==> config.mk <==
export PLATFORM = sky130hd
export DESIGN_NAME = packet_trace_feeder
export DESIGN_NICKNAME = d
export VERILOG_FILES = /design/src/rtl/packet_trace_feeder_pkg.sv /design/src/rtl/packet_trace_feeder_ram.sv /design/src/rtl/packet_trace_feeder.sv
export SDC_FILE = /design/constraint.sdc
export NUM_CORES = 1
export LEC_CHECK = 0
export BUFFER_PORTS_ARGS = -buffer_cell sky130_fd_sc_hd__buf_2
export CAP_MARGIN = 20
export CORE_MARGIN = 2
export CORE_UTILIZATION = 61
export CTS_CLUSTER_DIAMETER = 200
export DETAILED_ROUTE_END_ITERATION = 8
export PLACE_DENSITY = 0.86
export SLEW_MARGIN = 20
export SYNTH_ARGS = -nofsm -noshare
export SYNTH_HDL_FRONTEND = slang
export SYNTH_SLANG_ARGS = --single-unit
==> constraint.sdc <==
create_clock -name clock -period 5.9 [get_ports clock]
set_clock_uncertainty 0.05 [all_clocks]
set_input_delay 1.18 -clock clock [delete_from_list [all_inputs] [get_ports clock]]
set_output_delay 1.18 -clock clock [all_outputs]
set_load 0.05 [all_outputs]
==> src/rtl/packet_trace_feeder_pkg.sv <==
// Shared constants and types for the packet trace feeder.
// The config header word is the plain descriptor count N.
package packet_trace_feeder_pkg;
  localparam int TS_W_DEFAULT = 10;
  localparam int DESC_W = 32;
  localparam int CFG_W = 16;
  localparam int DESC_TIME_LSB = 0;

  typedef enum logic [1:0] {
    ST_HDR,
    ST_LOAD,
    ST_RUN,
    ST_FWD
  } feeder_state_t;
endpackage

==> src/rtl/packet_trace_feeder_ram.sv <==
// Descriptor store: synchronous write, combinational read.
// The combinational read keeps release latency at one cycle after eligibility.
module trace_desc_ram
  import packet_trace_feeder_pkg::*;
#(
  parameter int DEPTH = 16,
  parameter int WIDTH = DESC_W,
  localparam int AW = $clog2(DEPTH)
) (
  input  logic             clock,
  input  logic             wr_en,
  input  logic [AW-1:0]    wr_addr,
  input  logic [WIDTH-1:0] wr_data,
  input  logic [AW-1:0]    rd_addr,
  output logic [WIDTH-1:0] rd_data
);
  logic [WIDTH-1:0] mem [DEPTH];

  always_ff @(posedge clock) begin
    if (wr_en) mem[wr_addr] <= wr_data;
  end

  assign rd_data = mem[rd_addr];
endmodule

==> src/rtl/packet_trace_feeder.sv <==
// Loads a descriptor trace from the config chain, releases descriptors to the
// packet player by release time, and forwards config words not meant for this node.
module packet_trace_feeder
  import packet_trace_feeder_pkg::*;
#(
  parameter int DEPTH = 16,
  parameter int TS_W  = TS_W_DEFAULT
) (
  input  logic              clock,
  input  logic              reset,
  input  logic              enable,
  input  logic [TS_W-1:0]   sim_time,
  input  logic [CFG_W-1:0]  config_in,
  input  logic              config_in_valid,
  output logic [CFG_W-1:0]  config_out,
  output logic              config_out_valid,
  output logic [DESC_W-1:0] packet_out,
  output logic              packet_out_valid,
  input  logic              packet_request,
  output logic              is_quiescent,
  output logic              error,
  output logic [15:0]       issued_count
);
  localparam int AW = $clog2(DEPTH);
  localparam int PW = AW + 1;
  localparam logic [CFG_W:0] DEPTH_CFG = (CFG_W + 1)'(DEPTH);

  feeder_state_t     state;
  logic [PW-1:0]     rd_ptr, wr_ptr, n_loaded;
  logic              half;
  logic [CFG_W-1:0]  lo_word;
  logic [DESC_W-1:0] head;
  logic [TS_W-1:0]   age;
  logic              issuing_state, pending, eligible, consume, wr_en, forward;

  assign issuing_state = (state == ST_RUN) || (state == ST_FWD);
  assign pending       = (rd_ptr != wr_ptr);
  // Wrap-safe: release time is not in the future when the modular age is in the lower half.
  assign age           = sim_time - head[DESC_TIME_LSB +: TS_W];
  assign eligible      = issuing_state && pending && !age[TS_W-1];
  assign consume       = packet_out_valid && packet_request && enable;
  assign wr_en         = (state == ST_LOAD) && config_in_valid && half;
  assign forward       = issuing_state && config_in_valid;
  assign is_quiescent  = (state != ST_LOAD) && !packet_out_valid && !pending;

  trace_desc_ram #(.DEPTH(DEPTH), .WIDTH(DESC_W)) u_ram (
    .clock   (clock),
    .wr_en   (wr_en),
    .wr_addr (wr_ptr[AW-1:0]),
    .wr_data ({config_in, lo_word}),
    .rd_addr (rd_ptr[AW-1:0]),
    .rd_data (head)
  );

  always_ff @(posedge clock) begin
    if (reset) begin
      state            <= ST_HDR;
      rd_ptr           <= '0;
      wr_ptr           <= '0;
      n_loaded         <= '0;
      half             <= 1'b0;
      lo_word          <= '0;
      issued_count     <= '0;
      error            <= 1'b0;
      packet_out       <= '0;
      packet_out_valid <= 1'b0;
      config_out       <= '0;
      config_out_valid <= 1'b0;
    end else begin
      config_out_valid <= forward;
      if (forward) config_out <= config_in;

      case (state)
        ST_HDR: if (config_in_valid) begin
          // Header overflow is flagged even while stepping is disabled: loading runs regardless.
          if ({1'b0, config_in} > DEPTH_CFG) begin
            n_loaded <= PW'(DEPTH);
            error    <= 1'b1;
          end else begin
            n_loaded <= config_in[PW-1:0];
          end
          state <= (config_in == '0) ? ST_FWD : ST_LOAD;
        end
        ST_LOAD: if (config_in_valid) begin
          if (!half) begin
            lo_word <= config_in;
            half    <= 1'b1;
          end else begin
            half   <= 1'b0;
            wr_ptr <= wr_ptr + 1'b1;
            if (wr_ptr + 1'b1 == n_loaded) state <= ST_RUN;
          end
        end
        ST_RUN: if (consume && (rd_ptr + 1'b1 == wr_ptr)) state <= ST_FWD;
        default: ;
      endcase

      if (enable) begin
        if (consume) begin
          packet_out_valid <= 1'b0;
          rd_ptr           <= rd_ptr + 1'b1;
          issued_count     <= issued_count + 16'd1;
        end else if (!packet_out_valid && eligible) begin
          packet_out_valid <= 1'b1;
          packet_out       <= head;
        end
        if (packet_request && !packet_out_valid) error <= 1'b1;
      end
    end
  end
endmodule

==> impl_results.md, run 1 <==
* Final core occ at 69.9%
* Crit-path most repeated cell: mux4_2
* Area Growth Syn to Fin at 12.3%
* Final worst slack at 1.67 ns
* MaxCap Viol Count at 0
* Flip-flop and latch area at 17,500 um^2
* Endpoints failing hold at 0
* DR vias at 13,100
* Wirelength per Cell at 27.2 um
* Fin. max-slew vios at 0
* Worst-path cell with the longest stage delay: dfxtp_4
* Residual DRC at 0
* GRT Residual Overflow at 0
* Max_slew headroom at 15.3%
* Period Utilization, post-route at 71.7%
* Clk sink count at 617
* Startpoint Class: register
* Fin nets at 1,502
* Vias in the first global route at 13,200
* ANT cells at 0
* Initial Util at 62.2%
* Cts hold-fix bufs at 0
* Netlist cell types at 48
* Filler cells at 2,358
* Setup violators final at 0
* Vert. Die Dim at 203 um
* Pwr dens at 329 nW/um^2
* Gp weighted congestion at 0.785
* Die X at 203 um
* Max incr delay on CP at 0.77 ns
* Final worst path period need at 4.23 ns
* Total Wirelength at 54.9 mm
* Setup Fix Bufs, Post-CTS at 0
* ANT nets after route at 0
* Clock root buffer: clkbuf_16
* Sum of negative setup slack at 0 ns
* Synthesized Nets at 1,392
* Io pins at 99
* Cells after DPL at 1,909
* CTS tree: yes
* P_leak at 9.01 nW
* Commonest cells after routing, fill and taps aside: edfxtp_1 (512), mux4_2 (134), dfxtp_1 (101)
* VDD IR max at 397 uV
* Worst-path cell chain: mux4_2 -> mux4_2 -> inv_1 -> ha_1 -> a21oi_1 -> o21ai_0 -> nor4b_1 -> a22oi_4 -> mux2i_4 -> buf_4 -> mux2i_1
* Vias per cell at 6.49
* Area of the mapped netlist at 24,200 um^2
* Share of cells above drive strength 1 at 24.7%
* Multi-input combinational cell area at 6440 um^2
* H-tree level count at 2
* Initial antenna violation count at 0
* Most used DFF post-synth: edfxtp_1
* Skew-Pair Late Insertion Delay at 0.59 ns
* RSZ-0062 raised after global routing: false
* Post-synthesis instance total at 1,341
* Synthesis-stage register bit count at 617
* Status: completed
* Critical Path Sink Type: register
* Avg Cell Area, Syn at 18.1 um^2
* GRT Util Overall at 27.1%
* Non-Filler Instances at 2,017
* CTS resizes at 0
* Pre-antenna DRT Iters at 5
* F_max at 236 MHz
* Hold_sp: config_out[15]
* Largest net degree at the start of global routing at 76
* Commonest non-fill, non-tap cell in the layout: edfxtp_1
* CTS Buf Count at 58
* Detailed placer's ending HPWL at 30.3 mm
* Max clock buf depth at 3
* Initial DRC count at 1,420
* Required time worst endpoint at 6.35 ns
* Hold Crit Class: reg2reg
* Clock transition at path regs at 0.07 ns
* Post-synth EDFFs at 512
* Die ar. at 41,300 um^2
* Buf/Inv on CP at 2
* CP max FO at 35
* Port Buffer Count at 98
* First-pass GRT wire length at 82.2 mm
* Core box area at 38,900 um^2
* FP Rows at 72
* Crit Path Category: reg2reg
* Synth warn at 0
* DP Worst Slack at 1.65 ns
* Worst EP arrival at 4.69 ns
* Synth async-reset ratio at 0%
* Tightest Pin Transition at 1.24 ns
* Family with the most delay on the worst path: multiplexers
* Post-synthesis sequential area ratio at 72.2%
## flip-flops by register name (all words and copies together), names as in the netlist, 5 cells and up, named ones only
register	cells
issued_count	16
rd_ptr	5
wr_ptr	5
config_out	16
packet_out	32
u_ram.mem	512
lo_word	16
n_loaded	5
## metal layers
metal	part of all wire, %	up-vias	GRT usage [%]	wire [um]
li1	-	5478	-	-
met1	38	6722	37.0	20800
met2	50	761	44.9	27400
met3	9.1	132	4.65	4980
met4	3.2	0	9.46	1740
met5	0	-	0	0
## cell type report
type | instances | area share, %
well taps | 518 | 2.38
repair buffers | 125 | 2.56
clock inverters | 30 | 1.00
multi-input cells | 635 | 23.7
inverters | 14 | 0.193
clock buffers | 78 | 5.91
flip-flops and latches | 617 | 64.3
## tightest hold or removal path: cells and delay by family, from the launching register on
family             cells  cell delay (ns)
DFF                    1             0.31
and+or+nand+nor        1             0.05
AOI/OAI and AO/OA      1             0.05
## synthesized netlist by cell type (all sizes together), types with 2 or more instances
cell type    n  share of area, %
edfxtp     512                63
mux4       134                12
dfxtp      105               8.7
nand2       89               1.4
mux2i       64               2.7
nor2        55              0.85
a21oi       51               1.1
clkbuf      44              0.68
nand2b      44               1.1
buf         31              0.83
nor2b       27              0.70
a211o       23              0.83
a211oi      23              0.71
xor2        21              0.76
ha          20               1.0
nand3       16              0.33
xnor2       16              0.58
inv         14              0.22
and3         8              0.21
nor3         7              0.14
nand4        6              0.16
o21ai        6              0.12
or3          3             0.078
a21boi       2             0.062
a2bb2oi      2             0.072
a311oi       2             0.072
mux2         2              0.11
nor4         2             0.052
## final timing paths
path / endpoint / slack, ns / cells past startpoint
setup / recovery: packet_out[22] / 1.67 / 11
hold / removal: config_out[15] / 0.41 / 2
setup reg to reg: packet_out[22] / 1.67 / 11
hold reg to reg: config_out[15] / 0.41 / 2
## through the flow
stage	total power [W]	instance area (um^2)	hold WS, ns
after floorplan	0.00520	24200	0.394
after global placement	0.00533	25300	0.392
after detailed placement	0.00535	25300	0.401
after CTS	0.00897	27200	0.409
after global routing	0.00917	27200	0.438
final	0.00894	27200	0.408
## kinds of logic (layout without fill, tap and decap cells)
logic type                 count (synthesis)  count (layout)  synth area share, %
adders and majority gates                 20              20                 1.03
and+or+nand+nor                          264             264                 5.25
buffers and inverters                     89             247                 1.73
DFF                                      617             617                 72.2
xor gates and xnor gates                  37              37                 1.34
AOI/OAI and AO/OA                        114             114                 3.16
muxes                                    200             200                 15.3
## report_power, final
group	total (W)	leakage (nW)	internal (W)	switching [W]
Combinational	0.000378	2.56	0.000105	0.000274
Sequential	0.00489	5.52	0.00480	0.0000887
Clock	0.00367	0.928	0.00212	0.00155
Total	0.00894	9.01	0.00703	0.00191
(Power assumes the default switching activity.)
==> run 2: changes to the inputs <==
- CORE_UTILIZATION: 61 -> 55
- PLACE_DENSITY: 0.86 -> 0.82
- clock period: 5.9 -> 3.7 ns (I/O delays scaled with it)
==> impl_results.md, run 2 (synthesized netlist as in run 1, its figures left out) <==
* Status: completed
* P_leak at 9.11 nW (+1.1%)
* Clock root buffer: clkbuf_16
* Pre-antenna DRT Iters at 5 (unchanged)
* Tightest Pin Transition at 1.04 ns (-0.199 ns)
* Vias in the first global route at 13,500 (+2.4%)
* Period Utilization, post-route at 97.2% (+25 points)
* Worst EP arrival at 4.09 ns (-0.60 ns)
* R2r setup slk at 0.10 ns (-1.56 ns)
* Reg with most FFs: u_ram.mem
* Sw Pwr at 0.00307 W (+60%)
* Cts hold-fix bufs at 0 (unchanged)
* Final worst path period need at 3.60 ns (-0.635 ns)
* Pwr dens at 511 nW/um^2 (+55%)
* Initial Util at 56.0% (-6.3 points)
* FP Rows at 76 (+5.6%)
* Die X at 214 um (+5.2%)
* Endpoints failing hold at 0 (unchanged)
* First-pass GRT wire length at 82.6 mm (+0.49%)
* Setup violators final at 0 (unchanged)
* Die ar. at 45,700 um^2 (+11%)
* Crit Path Category: reg2reg
* Max_slew headroom at 30.8% (+15 points)
* CTS tree: yes
* Largest register FFs at 512 (unchanged)
* Largest net degree at the start of global routing at 135 (+78%)
* Area Growth Syn to Fin at 14.1%
* Wirelength per Cell at 26.6 um (-2.5%)
* Clock transition at path regs at 0.07 ns (about the same)
* Initial DRC count at 1,444 (+1.7%)
* Commonest non-fill, non-tap cell in the layout: edfxtp_1
* Clk sink count at 617 (unchanged)
* Total Wirelength at 56.0 mm (+1.9%)
* GRT Residual Overflow at 0 (unchanged)
* Vert. Die Dim at 214 um (+5.2%)
* Io pins at 99 (unchanged)
* Skew-Pair Late Insertion Delay at 0.63 ns (+0.04 ns)
* Non-Filler Instances at 2,108 (+4.5%)
* Commonest cells after routing, fill and taps aside: edfxtp_1 (512), mux4_2 (134), dfxtp_1 (101)
* DR vias at 13,100 (-0.21%)
* P_int at 0.0110 W (+57%)
* Hold path endpoint: packet_out_valid
* Total chip power at 0.0141 W (+58%)
* Share of cells above drive strength 1 at 25.5% (+0.81 points)
* Largest regs: u_ram.mem x512, packet_out x32
* VDD IR max at 422 uV (+6.3%)
* Flip-flop and latch area at 17,500 um^2 (unchanged)
* MaxCap Viol Count at 0 (unchanged)
* DP Worst Slack at -0.111 ns (-1.76 ns)
* R2R Path End: packet_out[14]
* Residual DRC at 0 (unchanged)
* Sum of negative setup slack at 0 ns (unchanged)
* Sequential power share at 55.2% (+0.5 points)
* Initial antenna violation count at 0 (unchanged)
* Vias per cell at 6.20 (-4.5%)
* Startpoint Class: register
* ANT nets after route at 0 (unchanged)
* GRT Util Overall at 25.1% (-2.0 points)
* CP max FO at 11 (-69%)
* Core box area at 43,300 um^2 (+11%)
* CTS Buf Count at 57 (-1.7%)
* Cells after DPL at 1,995 (+4.5%)
* Hold Crit Class: in2reg
* Clock Power Share at 40.4% (-0.7 points)
* Max clock buf depth at 3 (unchanged)
* Hold_sp: packet_request
* Fin. max-slew vios at 0 (unchanged)
* H-tree level count at 2 (unchanged)
* Gp weighted congestion at 0.791 (+0.85%)
* Fin nets at 1,524 (+1.5%)
* F_max at 278 MHz (+18%)
* Final worst slack at 0.102 ns (-1.56 ns)
* Filler cells at 2,832 (+20%)
* Sw frac at 21.7% (+0.34 points)
* Critical Path Sink Type: register
* Logic pwr share at 4.4% (+0.2 points)
* Hold depth at 4 (+2)
* Required time worst endpoint at 4.19 ns (-2.16 ns)
* Multi-input combinational cell area at 6460 um^2 (+0.35%)
* Port Buffer Count at 98 (unchanged)
* Detailed placer's ending HPWL at 30.5 mm (+0.69%)
* R2R depth at 14 (+3)
==> run 2: changes by cell type in the layout (fill, tap and decap cells not counted), sizes merged <==
cell      before  now
buf          125  147
clkinv        23   14
clkbuf        78   85
clkinvlp       1    6
bufinv         5    3
diode          0    1
==> run 2: worst max path at each step <==
stage                     startpoint             end  slack [ns]
after floorplan             register   packet_out[1]        0.14
after global placement      register  packet_out[21]       0.002
after detailed placement    register  packet_out[28]       -0.11
after CTS                   register  packet_out[29]        0.05
after global routing        register  packet_out[29]       -0.01
final                       register  packet_out[14]        0.10
==> run 2: area by class of cell <==
class | instances | area share [%]
well taps | 585 | 2.65
diodes | 1 | 0.00906
clock buffers | 84 | 5.79
flip-flops and latches | 617 | 63.3
inverters | 14 | 0.190
repair buffers | 148 | 3.93
clock inverters | 24 | 0.747
multi-input cells | 635 | 23.4
==> run 2: stage by stage <==
stage | hold slack [ns] | util (%) | area, um^2
finish | 0.381 | 63.9 | 27600
detailed placement | 0.397 | 59.5 | 25700
global route | 0.415 | 63.9 | 27600
global placement | 0.390 | 59.5 | 25700
floorplan | 0.394 | - | 24200
CTS | 0.354 | 63.7 | 27600
==> run 2: per-layer routing <==
| metal | part of all wire, % | vias up | GRT usage, % |
|---|---|---|---|
| li1 | - | 5530 | - |
| met4 | 3.0 | 2 | 9.48 |
| met3 | 8.7 | 129 | 5.62 |
| met5 | 0.12 | - | 1.08 |
| met2 | 50 | 674 | 41.8 |
| met1 | 38 | 6730 | 32.4 |
==> run 2: power groups by stage <==
stage | clock network [W] | registers, W | logic (W)
after floorplan | 0 | 0.00799 | 0.000299
after global placement | 0 | 0.00792 | 0.000592
after detailed placement | 0 | 0.00794 | 0.000611
after CTS | 0.00576 | 0.00779 | 0.000618
after global routing | 0.00600 | 0.00781 | 0.000673
final | 0.00569 | 0.00779 | 0.000620
==> run 2: repair_timing <==
action | 4_1_cts | 5_1_grt
resized for setup | 0 | 3
pin swaps | 0 | 0
buffers inserted | 2 | 1
endpoints found under the setup margin | 33 | 33
gates cloned | 0 | 1
==> run 2: critical path: stages, from the launching register on <==
cell	delay (ns)
dfxtp_4	0.41
buf_12	0.16
mux4_2	0.51
mux4_2	0.53
inv_1	0.08
ha_1	0.23
a21oi_1	0.16
o21ai_1	0.10
nor4b_2	0.27
buf_4	0.16
a22oi_4	0.07
mux2i_4	0.21
buf_12	0.15
clkbuf_16	0.20
mux2i_1	0.20
==> run 3: changes to the inputs <==
- SYNTH_HIERARCHICAL: not set -> 1
==> impl_results.md, run 3 <==
* Most common cell in the netlist: edfxtp_1
* Pwr dens at 520 nW/um^2 (+1.8%)
* Initial DRC count at 1,376 (-4.7%)
* Clock Power Share at 41.1% (+0.7 points)
* GRT Util Overall at 25.2% (+0.097 points)
* Startpoint Class: register
* VDD IR max at 408 uV (-3.3%)
* Vert. Die Dim at 212 um (-0.65%)
* Crit Path Category: reg2reg
* Post-synth EDFFs at 512 (unchanged)
* Die ar. at 45,100 um^2 (-1.3%)
* Fin. max-slew vios at 0 (unchanged)
* Final core occ at 63.9% (about the same)
* Vias in the first global route at 13,400 (-0.80%)
* DR vias at 13,200 (+0.81%)
* Wirelength per Cell at 26.2 um (-1.2%)
* CTS Buf Count at 57 (unchanged)
* Multi-input combinational cell area at 6300 um^2 (-2.6%)
* Sum of negative setup slack at 0 ns (unchanged)
* Post-synthesis sequential area ratio at 72.8% (+0.62 points)
* FP Rows at 76 (unchanged)
* Gp weighted congestion at 0.789 (-0.32%)
* Required time worst endpoint at 4.18 ns (about the same)
* Clock transition at path regs at 0.06 ns (about the same)
* Largest net degree at the start of global routing at 71 (-47%)
* Synth async-reset ratio at 0% (unchanged)
* Max clock buf depth at 3 (unchanged)
* Most used DFF post-synth: edfxtp_1
* Sw Pwr at 0.00313 W (+2.0%)
* Commonest non-fill, non-tap cell in the layout: edfxtp_1
* Sw frac at 21.9% (+0.18 points)
* Critical Path Sink Type: register
* Filler cells at 2,873 (+1.4%)
* Flip-flop and latch area at 17,400 um^2 (-0.49%)
* Max_slew headroom at 31.3% (+0.53 points)
* H-tree level count at 2 (unchanged)
* Area of the mapped netlist at 23,900 um^2 (-1.3%)
* Skew-Pair Late Insertion Delay at 0.63 ns (about the same)
* Detailed placer's ending HPWL at 30.5 mm (+0.16%)
* Synth top cells by count: edfxtp_1 (512), mux4_2 (128), nand2_1 (113)
* Core box area at 43,000 um^2 (-0.66%)
* Commonest cells after routing, fill and taps aside: edfxtp_1 (512), mux4_2 (128), nand2_1 (113)
* Hold Crit Class: reg2reg
* Fin nets at 1,534 (+0.66%)
* Final worst path period need at 3.52 ns (-0.0809 ns)
* Endpoints failing hold at 0 (unchanged)
* ANT cells at 0 (-1)
* Post-synth top area cell: edfxtp_1
* RSZ-0062 raised after global routing: false
* Pre-antenna DRT Iters at 5 (unchanged)
* Synthesized Nets at 1,394 (+0.14%)
* Tightest Pin Transition at 1.03 ns (-0.0101 ns)
* Vias per cell at 6.21 (+0.24%)
* Largest cells by area after synthesis: edfxtp_1 (64%), mux4_2 (12%), dfxtp_1 (8.5%)
* Clk sink count at 613 (-0.65%)
* Port Buffer Count at 98 (unchanged)
* Status: completed
* Netlist cell types at 53 (+10%)
* Die X at 212 um (-0.65%)
* Total Wirelength at 55.6 mm (-0.68%)
* Io pins at 99 (unchanged)
* P_leak at 9.18 nW (+0.76%)
* Setup violators final at 0 (unchanged)
* ANT nets after route at 0 (unchanged)
* CP max FO at 9 (-2)
* F_max at 284 MHz (+2.3%)
* Synth warn at 6 (+6)
* Largest regs: u_ram/mem x512, packet_out x32
* Area Growth Syn to Fin at 14.8%
* Residual DRC at 0 (unchanged)
* MaxCap Viol Count at 0 (unchanged)
* Clock root buffer: clkbuf_16
* Worst EP arrival at 4.00 ns (-0.09 ns)
* GRT Residual Overflow at 0 (unchanged)
* Period Utilization, post-route at 95.0% (-2.2 points)
* Sequential power share at 54.2% (-1.0 points)
* Reg with most FFs: u_ram/mem
* Avg Cell Area, Syn at 17.8 um^2 (-1.7%)
* Logic pwr share at 4.8% (+0.4 points)
* Initial Util at 55.6% (-0.37 points)
* P_int at 0.0111 W (+0.91%)
* Cts hold-fix bufs at 0 (unchanged)
* Fraction of synthesized cell area taken by the top area cell type at 64.3% (+0.84 points)
* Share of cells above drive strength 1 at 26.2% (+0.70 points)
* CTS tree: yes
* Synthesis-stage register bit count at 613 (-0.65%)
* Initial antenna violation count at 0 (unchanged)
* Post-synthesis instance total at 1,346 (+0.37%)
* Largest register FFs at 512 (unchanged)
* First-pass GRT wire length at 82.6 mm (about the same)
run 3: cell types whose count changed after synthesis, moves of 20 or more:
cell      delta
a22oi_1     +68
mux2i_1     -28
nand2_1     +24
nor2b_1     -24
nand2b_1    +23
a211o_1     -22
a211oi_1    -20
run 3: timing repair:
action / 4_1_cts / 5_1_grt
resized for setup: 2 / 1
endpoints found under the setup margin: 28 / 33
pin swaps: 1 / 0
setup buffers: 1 / 3
run 3: final timing paths:
check / from / to / slack (ns) / cells after the start
worst max register to register: rd_ptr[0] / packet_out[3] / 0.18 / 12
worst max-delay path: rd_ptr[0] / packet_out[3] / 0.18 / 12
worst min register to register: config_out[0] / config_out[0] / 0.41 / 2
worst min-delay path: config_out[0] / config_out[0] / 0.41 / 2
run 3: cell families after synthesis:
kind of cell	share of synthesized area, %
simple gates	6.13
flops	72.8
mux	13.5
compound gates	3.91
xor+xnor	1.18
fa+ha+maj	0.890
buf+inv	1.62
run 3: layout make-up:
cell class	instances	share of cell area [%]
clock buffer	90	6.42
tap	585	2.67
clock inverter	18	0.524
multi-input combinational	648	22.9
inverter	16	0.219
timing repair buffer	150	3.82
sequential	613	63.4
run 3: critical path, stage by stage, from the launching register on:
cell,delay [ns]
dfxtp_4,0.39
buf_4,0.15
mux4_2,0.52
a22oi_1,0.26
nand2_1,0.13
inv_1,0.07
ha_1,0.21
a2111oi_0,0.54
or3_1,0.24
a221oi_2,0.10
nor2_4,0.25
buf_4,0.27
mux2i_1,0.24
run 3: power by group through the flow:
stage                     clock (W)  combinational [W]  sequential [W]
after global routing        0.00619           0.000729         0.00774
after detailed placement          0           0.000659         0.00787
after global placement            0           0.000639         0.00786
after floorplan                   0           0.000354         0.00793
after CTS                   0.00593           0.000673         0.00773
final                       0.00586           0.000680         0.00773
run 3: metrics by stage:
step	setup WS [ns]	instance area (um^2)	power [W]	instances	hold WS (ns)
2_1_floorplan	0.0931	23900	0.00828	1346	0.421
6_report	0.183	27400	0.0143	2120	0.409
5_1_grt	0.0460	27400	0.0147	2120	0.432
4_1_cts	0.0732	27400	0.0143	2117	0.411
3_5_place_dp	0.0633	25500	0.00853	2008	0.401
3_3_place_gp	0.188	25500	0.00850	2008	0.390
run 3: per-layer routing:
layer / wire, um / track usage, % / vias to the layer above
li1: - / - / 5565
met1: 20900 / 33.0 / 6701
met2: 27700 / 41.8 / 767
met3: 5120 / 5.18 / 138
met4: 1940 / 9.67 / 0
met5: 0 / 0 / -
